File: config.mk
export PLATFORM = sky130hd
export DESIGN_NAME = pipe_hazard_ctrl
export DESIGN_NICKNAME = d
export VERILOG_FILES = /design/src/rtl/pipe_hazard_ctrl.sv
export SDC_FILE = /design/constraint.sdc
export NUM_CORES = 1
export LEC_CHECK = 0
export ABC_CLOCK_PERIOD_IN_PS = 2560
export BUFFER_PORTS_ARGS = -buffer_cell sky130_fd_sc_hd__buf_4
export CAP_MARGIN = 20
export CORE_ASPECT_RATIO = 1.2
export CORE_MARGIN = 5
export CORE_UTILIZATION = 50
export DETAILED_ROUTE_END_ITERATION = 7
export PLACE_DENSITY = 0.79
export SYNTH_ARGS = -nofsm -noshare
export SYNTH_HDL_FRONTEND = slang
export SYNTH_SLANG_ARGS = --single-unit
File: constraint.sdc
create_clock -name clk -period 2.56 [get_ports clk]
set_input_delay 0 -clock clk [delete_from_list [all_inputs] [get_ports clk]]
set_output_delay 0 -clock clk [all_outputs]
set_load 0.1 [all_outputs]
File: src/rtl/pipe_hazard_ctrl.sv
`default_nettype none
// ============================================================================
// Module   : pipe_hazard_ctrl
// Purpose  : Stall/flush controller for the 5-stage MIPS pipeline. Generates
//            the PC / IF/ID enables and IF/ID / ID/EX bubble clears from
//            load-use and mult/div hazards. It sequences the multi-cycle
//            mult/div busy window and counts stalled cycles in a saturating
//            counter.
// Options  : PIPE_BRANCH_FLUSH_EN - when defined, a taken branch squashes the
//            wrong-path fetch in IF/ID (no delay slot). When undefined, MIPS
//            delay-slot semantics apply and br_taken is unused.
// Revision : 1.0 - initial release
// ============================================================================
module pipe_hazard_ctrl #(
    parameter int MULT_CYCLES = 5,
    parameter int DIV_CYCLES  = 10,
    parameter int CNT_W       = 4,
    parameter int PERF_W      = 16
) (
    input  logic              clk,
    input  logic              reset,
    input  logic [4:0]        id_rs,
    input  logic [4:0]        id_rt,
    input  logic              id_rs_use,
    input  logic              id_rt_use,
    input  logic              ex_load,
    input  logic [4:0]        ex_wa,
    input  logic              id_md_use,
    input  logic              ex_md_start,
    input  logic              ex_md_div,
    input  logic              br_taken,
    output logic              pc_en,
    output logic              ifid_en,
    output logic              ifid_clr,
    output logic              idex_clr,
    output logic              md_busy,
    output logic              md_done,
    output logic [PERF_W-1:0] perf_stall
);

    typedef enum logic [0:0] {
        ST_IDLE = 1'b0,
        ST_BUSY = 1'b1
    } md_state_t;

    localparam logic [CNT_W-1:0]  C_MULT_LD  = CNT_W'(MULT_CYCLES);
    localparam logic [CNT_W-1:0]  C_DIV_LD   = CNT_W'(DIV_CYCLES);
    localparam logic [CNT_W-1:0]  C_CNT_ONE  = CNT_W'(1);
    localparam logic [CNT_W-1:0]  C_CNT_TWO  = CNT_W'(2);
    localparam logic [PERF_W-1:0] C_PERF_MAX = {PERF_W{1'b1}};
    localparam logic [PERF_W-1:0] C_PERF_ONE = PERF_W'(1);

    md_state_t         r_state;
    logic [CNT_W-1:0]  r_cnt;
    logic              r_md_busy;
    logic              r_md_done;
    logic [PERF_W-1:0] r_perf;

    logic              w_lu;
    logic              w_mds;
    logic              w_stall;
    logic [CNT_W-1:0]  w_md_ld;

    // Hazard detection: a load writing a register the ID instruction reads,
    // or a HI/LO access while the mult/div unit is busy or just starting.
    always_comb begin
        w_lu    = ex_load && (ex_wa != 5'd0) &&
                  ((id_rs_use && (id_rs == ex_wa)) ||
                   (id_rt_use && (id_rt == ex_wa)));
        w_mds   = id_md_use && (r_md_busy || ex_md_start);
        w_stall = w_lu || w_mds;
        w_md_ld = ex_md_div ? C_DIV_LD : C_MULT_LD;
    end

    // Pipeline enables/clears: a stall freezes PC and IF/ID and lets the EX
    // instruction drain while a bubble enters ID/EX.
    always_comb begin
        pc_en    = ~w_stall;
        ifid_en  = ~w_stall;
        idex_clr = w_stall;
`ifdef PIPE_BRANCH_FLUSH_EN
        // A stalled branch stays in ID and is re-evaluated, so ignore it now.
        ifid_clr = br_taken && !w_stall;
`else
        ifid_clr = 1'b0;
`endif
    end

`ifndef PIPE_BRANCH_FLUSH_EN
    // Delay-slot build: the branch outcome has no effect on this block.
    logic w_unused_br;
    assign w_unused_br = br_taken;
`endif

    // Mult/div busy sequencer; busy/done are registered alongside the state so
    // they are glitch-free. A start while busy is ignored (no reload).
    always_ff @(posedge clk or negedge reset) begin
        if (!reset) begin
            r_state   <= ST_IDLE;
            r_cnt     <= '0;
            r_md_busy <= 1'b0;
            r_md_done <= 1'b0;
        end else begin
            case (r_state)
                ST_IDLE: begin
                    if (ex_md_start) begin
                        r_state   <= ST_BUSY;
                        r_cnt     <= w_md_ld;
                        r_md_busy <= 1'b1;
                        r_md_done <= (w_md_ld == C_CNT_ONE);
                    end
                end
                ST_BUSY: begin
                    if (r_cnt == C_CNT_ONE) begin
                        r_state   <= ST_IDLE;
                        r_cnt     <= '0;
                        r_md_busy <= 1'b0;
                        r_md_done <= 1'b0;
                    end else begin
                        r_cnt     <= r_cnt - C_CNT_ONE;
                        r_md_done <= (r_cnt == C_CNT_TWO);
                    end
                end
                default: begin
                    r_state   <= ST_IDLE;
                    r_cnt     <= '0;
                    r_md_busy <= 1'b0;
                    r_md_done <= 1'b0;
                end
            endcase
        end
    end

    // Saturating count of stalled cycles; a combined load-use + md stall
    // counts once.
    always_ff @(posedge clk or negedge reset) begin
        if (!reset) begin
            r_perf <= '0;
        end else if (w_stall && (r_perf != C_PERF_MAX)) begin
            r_perf <= r_perf + C_PERF_ONE;
        end
    end

    assign md_busy    = r_md_busy;
    assign md_done    = r_md_done;
    assign perf_stall = r_perf;

endmodule
`default_nettype wire

== Yosys cells after proc, flatten, opt, wreduce, memory -nomap -nowiden ==
Index checks and enable logic that the tools add are counted.

* $add $sub $neg: 2
* Equality and inequality tests: 8
* Muxes and demuxes: 13
* Bitwise operators: 2
* Reduce and logical (&&, ||, !) cells: 11

{| class="wikitable"
|+ Operator list
! cell !! number
|-
| adder 16 x 1 -> 16 bit (second input constant) || 1
|-
| != test 16 bit (second input constant) || 1
|-
| 2-to-1 mux 4 bit || 3
|-
| == test 5 bit || 2
|-
| == test 4 x 1 -> 1 bit (second input constant) || 2
|-
| one-hot mux 4 bit (2 select lines) || 1
|-
| logical AND 1 bit || 6
|-
| 2-to-1 mux 1 bit || 6
|-
| one-hot mux 1 bit (2 select lines) || 3
|-
| nonzero test 5 bit || 1
|-
| == test 4 x 2 -> 1 bit (second input constant) || 1
|-
| subtractor 4 x 1 -> 4 bit (second input constant) || 1
|-
| logical OR 1 bit || 3
|-
| != test 2 x 1 -> 1 bit (second input constant) || 1
|-
| != test 2 bit (second input constant) || 1
|-
| inverter 1 bit || 2
|-
| AND reduction 2 bit || 1
|}

* Bits in registers: 23
* Input bits: 24
* Output and inout bits: 22
* Logic and storage cells: 41

== Depth between registers and ports, before layout ==
Gate-level depths: netlist (run 1).

* Depth after elaboration: 6
* Depth in mapped cells: 7
* Mapped depth without buffers: 7

== Worst setup path before layout (run 1) ==
OpenSTA, ideal clock, no wires.

* Path type: register to register
* From: register r_perf[0] (netlist: perf_stall[0])
* To: register r_perf[1] (netlist: perf_stall[1])
* Setup time: 126 ps
* Arrival: 2544 ps
* Data required time: 2434 ps
* Path slack: -110 ps
* Cell stages (with the launch flop): 7
* Buffers on the path: 0
* Period minus slack after synthesis: 2670 ps
* Cell sequence: dfrtp_1 -> ha_1 -> and4_1 -> nand4_1 -> o21ai_0 -> a21boi_4 -> mux2_2

* Cells in the longest elaborated chain, start to end: 2
* Elaborated cells between the ends (all ways): 3

{| class="wikitable"
|+ Ends and longest elaborated chain
! what !! RTL line !! source
|-
| start, declared || 57 || <nowiki>logic [PERF_W-1:0] r_perf;</nowiki>
|-
| start signal, assigned || 140 || <nowiki>r_perf <= r_perf + C_PERF_ONE;</nowiki>
|-
| branches (longest 2 deep; another with adder 16 x 1 -> 16 bit) || n/a ||
|}

Parallel ways; which one is timed is not known.
A chain may end at the register's enable or synchronous reset.

== Worst setup path after layout (run 1) ==
Ends and elaborated chain as after synthesis.

==> impl_metrics.env, run 1 <==
export IMPL_layout_common_cells="buf_4 (43), dfrtp_1 (21), nand2_1 (15), xnor2_1 (12), a21oi_1 (9)"
export IMPL_stdcell_count=220
export IMPL_grt_pass1_vias=1136
export IMPL_cts_resized=0
export IMPL_synth_cells=142
export IMPL_gp_congestion=0.935
export IMPL_die_w_um=57.8
export IMPL_cts_buffers=3
export IMPL_avgSynthCellArea_um2=9.65
export IMPL_die_y_um=67.3
export IMPL_htreeDepth=1
export IMPL_synthTopCellsByArea="dfrtp_1 (42%), xnor2_1 (7.7%), xor2_1 (4.5%)"
export IMPL_dp_hpwl_mm=2.52
export IMPL_dr_first_iter_drc_count=39
export IMPL_period_needed_ns=2.16
export IMPL_grt_pass1_wl_mm=5.13
export IMPL_antenna_found_initial=0
export IMPL_outcome="completed"
export IMPL_finalSetupViolCount=0
export IMPL_io_buffers=43
export IMPL_r2r_setup_slack_ns=0.40
export IMPL_worstSetupPathType="flip-flop to flip-flop"
export IMPL_core_um2=2580
export IMPL_insertedDiodeCount=0
export IMPL_setup_ws_ns=0.402
export IMPL_num_fill_cells=205
export IMPL_syn_area_um2=1370
export IMPL_min_path_type="primary input to flip-flop"
export IMPL_skew_ns=0.0146
export IMPL_critPathLaunchType="flip-flop"
export IMPL_path_max_fanout=9
export IMPL_place_inst=214
export IMPL_drtAntennaViolNets=0
export IMPL_cts_sinks=23
export IMPL_drive_above_1_share=0.305
export IMPL_timing_max_cap_violations=0
export IMPL_placed_area_um2=1710
export IMPL_crit_chain="ha_1 > and4_1 > nand4_1 > o21ai_0 > a21boi_4 > mux2_2"
export IMPL_yosys_area_top_type_share=0.420
export IMPL_yosysWarnings=0
export IMPL_ys_types=36
export IMPL_wl_per_cell_um=14.3
export IMPL_pre_cts_ws_ns=0.409
export IMPL_ir_worst_vdd_mv=1.15
export IMPL_drc_errors=0
export IMPL_post_route_period_util=0.843
export IMPL_slowest_stage="dfrtp_2"
export IMPL_yosysSeqAreaShare=0.420
export IMPL_grt_max_degree=24
export IMPL_p_leak_nw=0.839
export IMPL_vias=1195
export IMPL_finalSetupTns_ns=0
export IMPL_die_area_um2=3890
export IMPL_critPathRequiredTime_ns=2.76
export IMPL_maxSlewViolCount=0
export IMPL_final_common_cell="buf_4"
export IMPL_drtPass1Iterations=4
export IMPL_hold_viol_final=0
export IMPL_start_util=0.532
export IMPL_cts_tree="yes"
export IMPL_power_density_nw_per_um2=1110
export IMPL_synth_area_leader_cell="dfrtp_1"
export IMPL_grt_total_usage=0.169
export IMPL_root_buffer="clkbuf_4"
export IMPL_grt_setup_unrepaired="false"
export IMPL_clk_pin_slew_ns=0.14
export IMPL_critPathMaxStageDelay_ns=0.41
export IMPL_cp_arrival_ns=2.35
export IMPL_syn_nets=170
export IMPL_clock_path_buffers=2
export IMPL_insertion_delay_ns=0.31
export IMPL_pin_count=46
export IMPL_syn_to_final_growth_pct=28.5
export IMPL_wl_mm=3.14
export IMPL_grt_overflow=0
export IMPL_rows=20
export IMPL_p_total_w=0.00195
export IMPL_final_area_um2=1760
export IMPL_viasPerCell=5.43
export IMPL_endpoint_kind="flip-flop"
export IMPL_clock_fmax_mhz=463
export IMPL_fin_nets=216
export IMPL_synth_seq_cells=23
-- cell families after synthesis --
logic type                 count (synthesis)  share of synthesized area
muxes                                      6                     0.0475
xor gates and xnor gates                  19                      0.121
and+or+nand+nor                           53                      0.197
DFF                                       23                      0.420
adders and majority gates                  4                     0.0365
AOI/OAI and AO/OA                         26                      0.141
other                                      1                    0.00274
buffers and inverters                     10                     0.0338
-- registers in the layout, summed over array words and instances (netlist names) --
register and count:
md_busy 1, r_cnt 4, r_state 1, md_done 1, perf_stall 16
-- critical path: cells and delay by family, from the launching register on --
| family | cells | cell delay (ns) |
|---|---|---|
| fa+ha+maj | 1 | 0.21 |
| flops | 1 | 0.41 |
| mux | 1 | 0.37 |
| simple gates | 2 | 0.44 |
| compound gates | 2 | 0.61 |
-- synth_stat cells (all sizes together) --
cell type  instances
dfrtp             23
nand2             15
xnor2             12
a21oi             10
nor2               8
nor3               8
xor2               7
inv                6
o21ai              6
nand4              5
a31oi              4
ha                 4
mux2               4
nand3              4
and4               3
buf                3
a211oi             2
and3               2
mux2i              2
nor2b              2
or3                2
a21bo              1
a21boi             1
a41oi              1
clkbuf             1
conb               1
nand2b             1
nand4b             1
nor4               1
o22ai              1
or4                1
-- cell type report --
class                   count  area (um^2)  area share
clock buffers               3         22.5      0.0128
well taps                  33         41.3      0.0235
inverters                   6         22.5      0.0128
multi-input cells         109          748       0.425
flip-flops and latches     23          578       0.328
repair buffers             45          343       0.195
clock inverters             1         5.00     0.00284
-- path summary, 6_finish.rpt --
check / depth (start not counted) / end / from
max in group asynchronous: 2 / perf_stall[1] / reset
max reg2reg: 6 / perf_stall[1] / perf_stall[0]
min reg2reg: 2 / md_done / md_done
min in group asynchronous: 2 / r_cnt[0] / reset
min: 4 / md_done / ex_md_start
max: 6 / perf_stall[1] / perf_stall[0]
-- per-layer routing --
metal	up-vias	global-route usage	routed length [um]
li1	597	-	-
met1	548	0.203	1350
met2	42	0.302	1520
met3	8	0.0344	209
met4	0	0.0522	56
met5	-	0	0
-- where the power goes --
group          switching [W]  internal, W  leakage [nW]
Clock               0.000109    0.0000583        0.0177
Sequential          0.000144     0.000485         0.285
Combinational       0.000856     0.000299         0.537
-- through the flow --
stage	utilization	hold WS [ns]
after floorplan	-	-0.296
after global routing	0.683	0.0118
after detailed placement	0.665	-0.0898
final	0.683	0.00387
after global placement	0.665	-0.0924
after CTS	0.683	0.00119
-- timing repair --
action / in CTS / in global routing
hold buffers: 2 / 0
hold endpoints to repair: 25 / 0
setup buffers: 0 / 0
No activity file was read; power rests on OpenSTA's default activity.
==> inputs of run 2 (changes only) <==
ABC_CLOCK_PERIOD_IN_PS = 2140   (was 2560)
clock period = 2.14 ns   (was 2.56 ns; I/O delays follow)
==> run 2 against run 1 <==
  * Clock skew decreased by 0.0036 ns
  * Register-to-register slack got worse by 0.34 ns
  * Sequential share of layout area increased by 0.15 points
  * Flip-flop and latch count unchanged
  * Die area unchanged
  * Critical endpoint unchanged
  * Critical path depth unchanged
  * Global-route usage increased by 1.2 points
  * Maximum frequency increased by 3.8%
  * Final area increased by 3.2%
==> impl_metrics.env, run 2 (synthesized netlist as in run 1, its figures left out) <==
export IMPL_outcome="completed"
export IMPL_pin_count=46
export IMPL_grt_max_degree=24
export IMPL_whs_ns=0.0575
export IMPL_clockPowerShare=0.083
export IMPL_start_util=0.532
export IMPL_grt_total_usage=0.181
export IMPL_p_seq_frac=0.332
export IMPL_num_fill_cells=204
export IMPL_fin_nets=217
export IMPL_finalSetupViolCount=0
export IMPL_worstHoldPathCells=4
export IMPL_drc_errors=0
export IMPL_critPathRequiredTime_ns=2.36
export IMPL_wl_mm=3.22
export IMPL_htreeDepth=1
export IMPL_drtAntennaViolNets=0
export IMPL_worstSetupPathType="flip-flop to flip-flop"
export IMPL_period_needed_ns=2.08
export IMPL_antenna_found_initial=0
export IMPL_min_from="ex_md_start"
export IMPL_placed_area_um2=1760
export IMPL_timing_rr_start="perf_stall[0]"
export IMPL_clk_pin_slew_ns=0.13
export IMPL_die_y_um=67.3
export IMPL_post_route_period_util=0.972
export IMPL_path_max_fanout=9
export IMPL_dp_hpwl_mm=2.53
export IMPL_endpoint_kind="flip-flop"
export IMPL_r2r_setup_slack_ns=0.06
export IMPL_critPathLaunchType="flip-flop"
export IMPL_wl_per_cell_um=14.6
export IMPL_seq_area_um2=599
export IMPL_drive_above_1_share=0.399
export IMPL_p_leak_nw=0.825
export IMPL_final_common_cell="buf_4"
export IMPL_core_um2=2580
export IMPL_reg2reg_depth=6
export IMPL_maxSlewViolCount=0
export IMPL_comb_power_share=0.585
export IMPL_insertedDiodeCount=0
export IMPL_switchingPower_w=0.00135
export IMPL_drtPass1Iterations=4
export IMPL_rows=20
export IMPL_layout_common_cells="buf_4 (44), nand2_1 (15), xnor2_1 (12), dfrtp_1 (10), dfrtp_2 (10)"
export IMPL_largest_reg_flops=16
export IMPL_syn_to_final_growth_pct=32.6
export IMPL_timing_max_cap_violations=0
export IMPL_power_density_nw_per_um2=1320
export IMPL_min_path_type="primary input to flip-flop"
export IMPL_cts_tree="yes"
export IMPL_hold_viol_final=0
export IMPL_grt_pass1_vias=1255
export IMPL_die_area_um2=3890
export IMPL_final_area_um2=1820
export IMPL_skew_ns=0.0110
export IMPL_insertion_delay_ns=0.31
export IMPL_clock_fmax_mhz=481
export IMPL_dr_first_iter_drc_count=49
export IMPL_post_cts_setup_buffer_count=0
export IMPL_vias=1234
export IMPL_die_w_um=57.8
export IMPL_clock_path_buffers=2
export IMPL_root_buffer="clkbuf_4"
export IMPL_viasPerCell=5.58
export IMPL_grt_overflow=0
export IMPL_multi_input_area_um2=773
export IMPL_gp_congestion=0.799
export IMPL_ir_worst_vdd_mv=1.27
export IMPL_io_buffers=43
export IMPL_p_int_w=0.00104
export IMPL_r2r_end="perf_stall[1]"
export IMPL_min_to="md_done"
export IMPL_switching_share=0.563
export IMPL_cts_buffers=3
export IMPL_cts_sinks=23
export IMPL_cp_arrival_ns=2.30
export IMPL_grt_pass1_wl_mm=5.52
run 2: cell types whose count changed in the layout (fill, tap and decap cells not counted), sizes merged:
cell | before | now
inv | 6 | 5
buf | 43 | 44
clkinvlp | 0 | 1
clkbuf | 3 | 4
clkinv | 1 | 0
run 2: routing by layer:
| layer | up-vias | track usage | share of wire |
|---|---|---|---|
| met5 | - | 0 | 0 |
| met4 | 0 | 0.0522 | 0.016 |
| met3 | 7 | 0.0287 | 0.057 |
| met2 | 32 | 0.349 | 0.54 |
| met1 | 603 | 0.203 | 0.38 |
| li1 | 592 | - | - |
run 2: stage by stage:
| stage | worst slack [ns] | TNS [ns] | power (W) | std cells | util |
|---|---|---|---|---|---|
| finish | 0.0605 | 0 | 0.00239 | 221 | 0.705 |
| floorplan | -0.0425 | -0.0662 | 0.00187 | 142 | - |
| detailed placement | 0.0941 | 0 | 0.00219 | 215 | 0.681 |
| global placement | 0.178 | 0 | 0.00215 | 215 | 0.681 |
| CTS | 0.0689 | 0 | 0.00239 | 221 | 0.699 |
| global route | -0.0288 | -0.0288 | 0.00253 | 221 | 0.705 |
run 2: worst max-delay path by stage:
stage / start / endpoint / slack (ns) / cells after the start
finish: perf_stall[0] / perf_stall[1] / 0.06 / 6
global route: perf_stall[0] / perf_stall[1] / -0.03 / 6
CTS: perf_stall[0] / perf_stall[1] / 0.07 / 6
detailed placement: perf_stall[0] / perf_stall[1] / 0.09 / 6
global placement: perf_stall[0] / perf_stall[1] / 0.18 / 6
floorplan: perf_stall[0] / perf_stall[1] / -0.04 / 6
run 2: what timing repair did:
item,4_1_cts,5_1_grt
hold buffers,2,0
hold endpoints to repair,24,0
gates resized for setup,0,4
endpoints found under the setup margin,0,6
run 2: worst max-delay path, cell delays in order (launching register included):
cell and delay, ns:
dfrtp_4 0.46, ha_1 0.22, and4_4 0.25, nand4_1 0.16, o21ai_2 0.18, a21boi_4 0.35, mux2_2 0.37
run 2: power by group through the flow:
stage / combinational (W) / clock [W] / sequential, W
floorplan: 0.000486 / 0 / 0.00139
detailed placement: 0.00140 / 0 / 0.000793
global route: 0.00149 / 0.000223 / 0.000820
global placement: 0.00137 / 0 / 0.000780
CTS: 0.00140 / 0.000203 / 0.000786
finish: 0.00140 / 0.000199 / 0.000793
run 2: area by class of cell:
class / count / area share
multi-input combinational: 109 / 0.426
sequential: 23 / 0.330
timing repair buffer: 46 / 0.193
tap: 33 / 0.0227
clock buffer: 4 / 0.0145
inverter: 6 / 0.0145
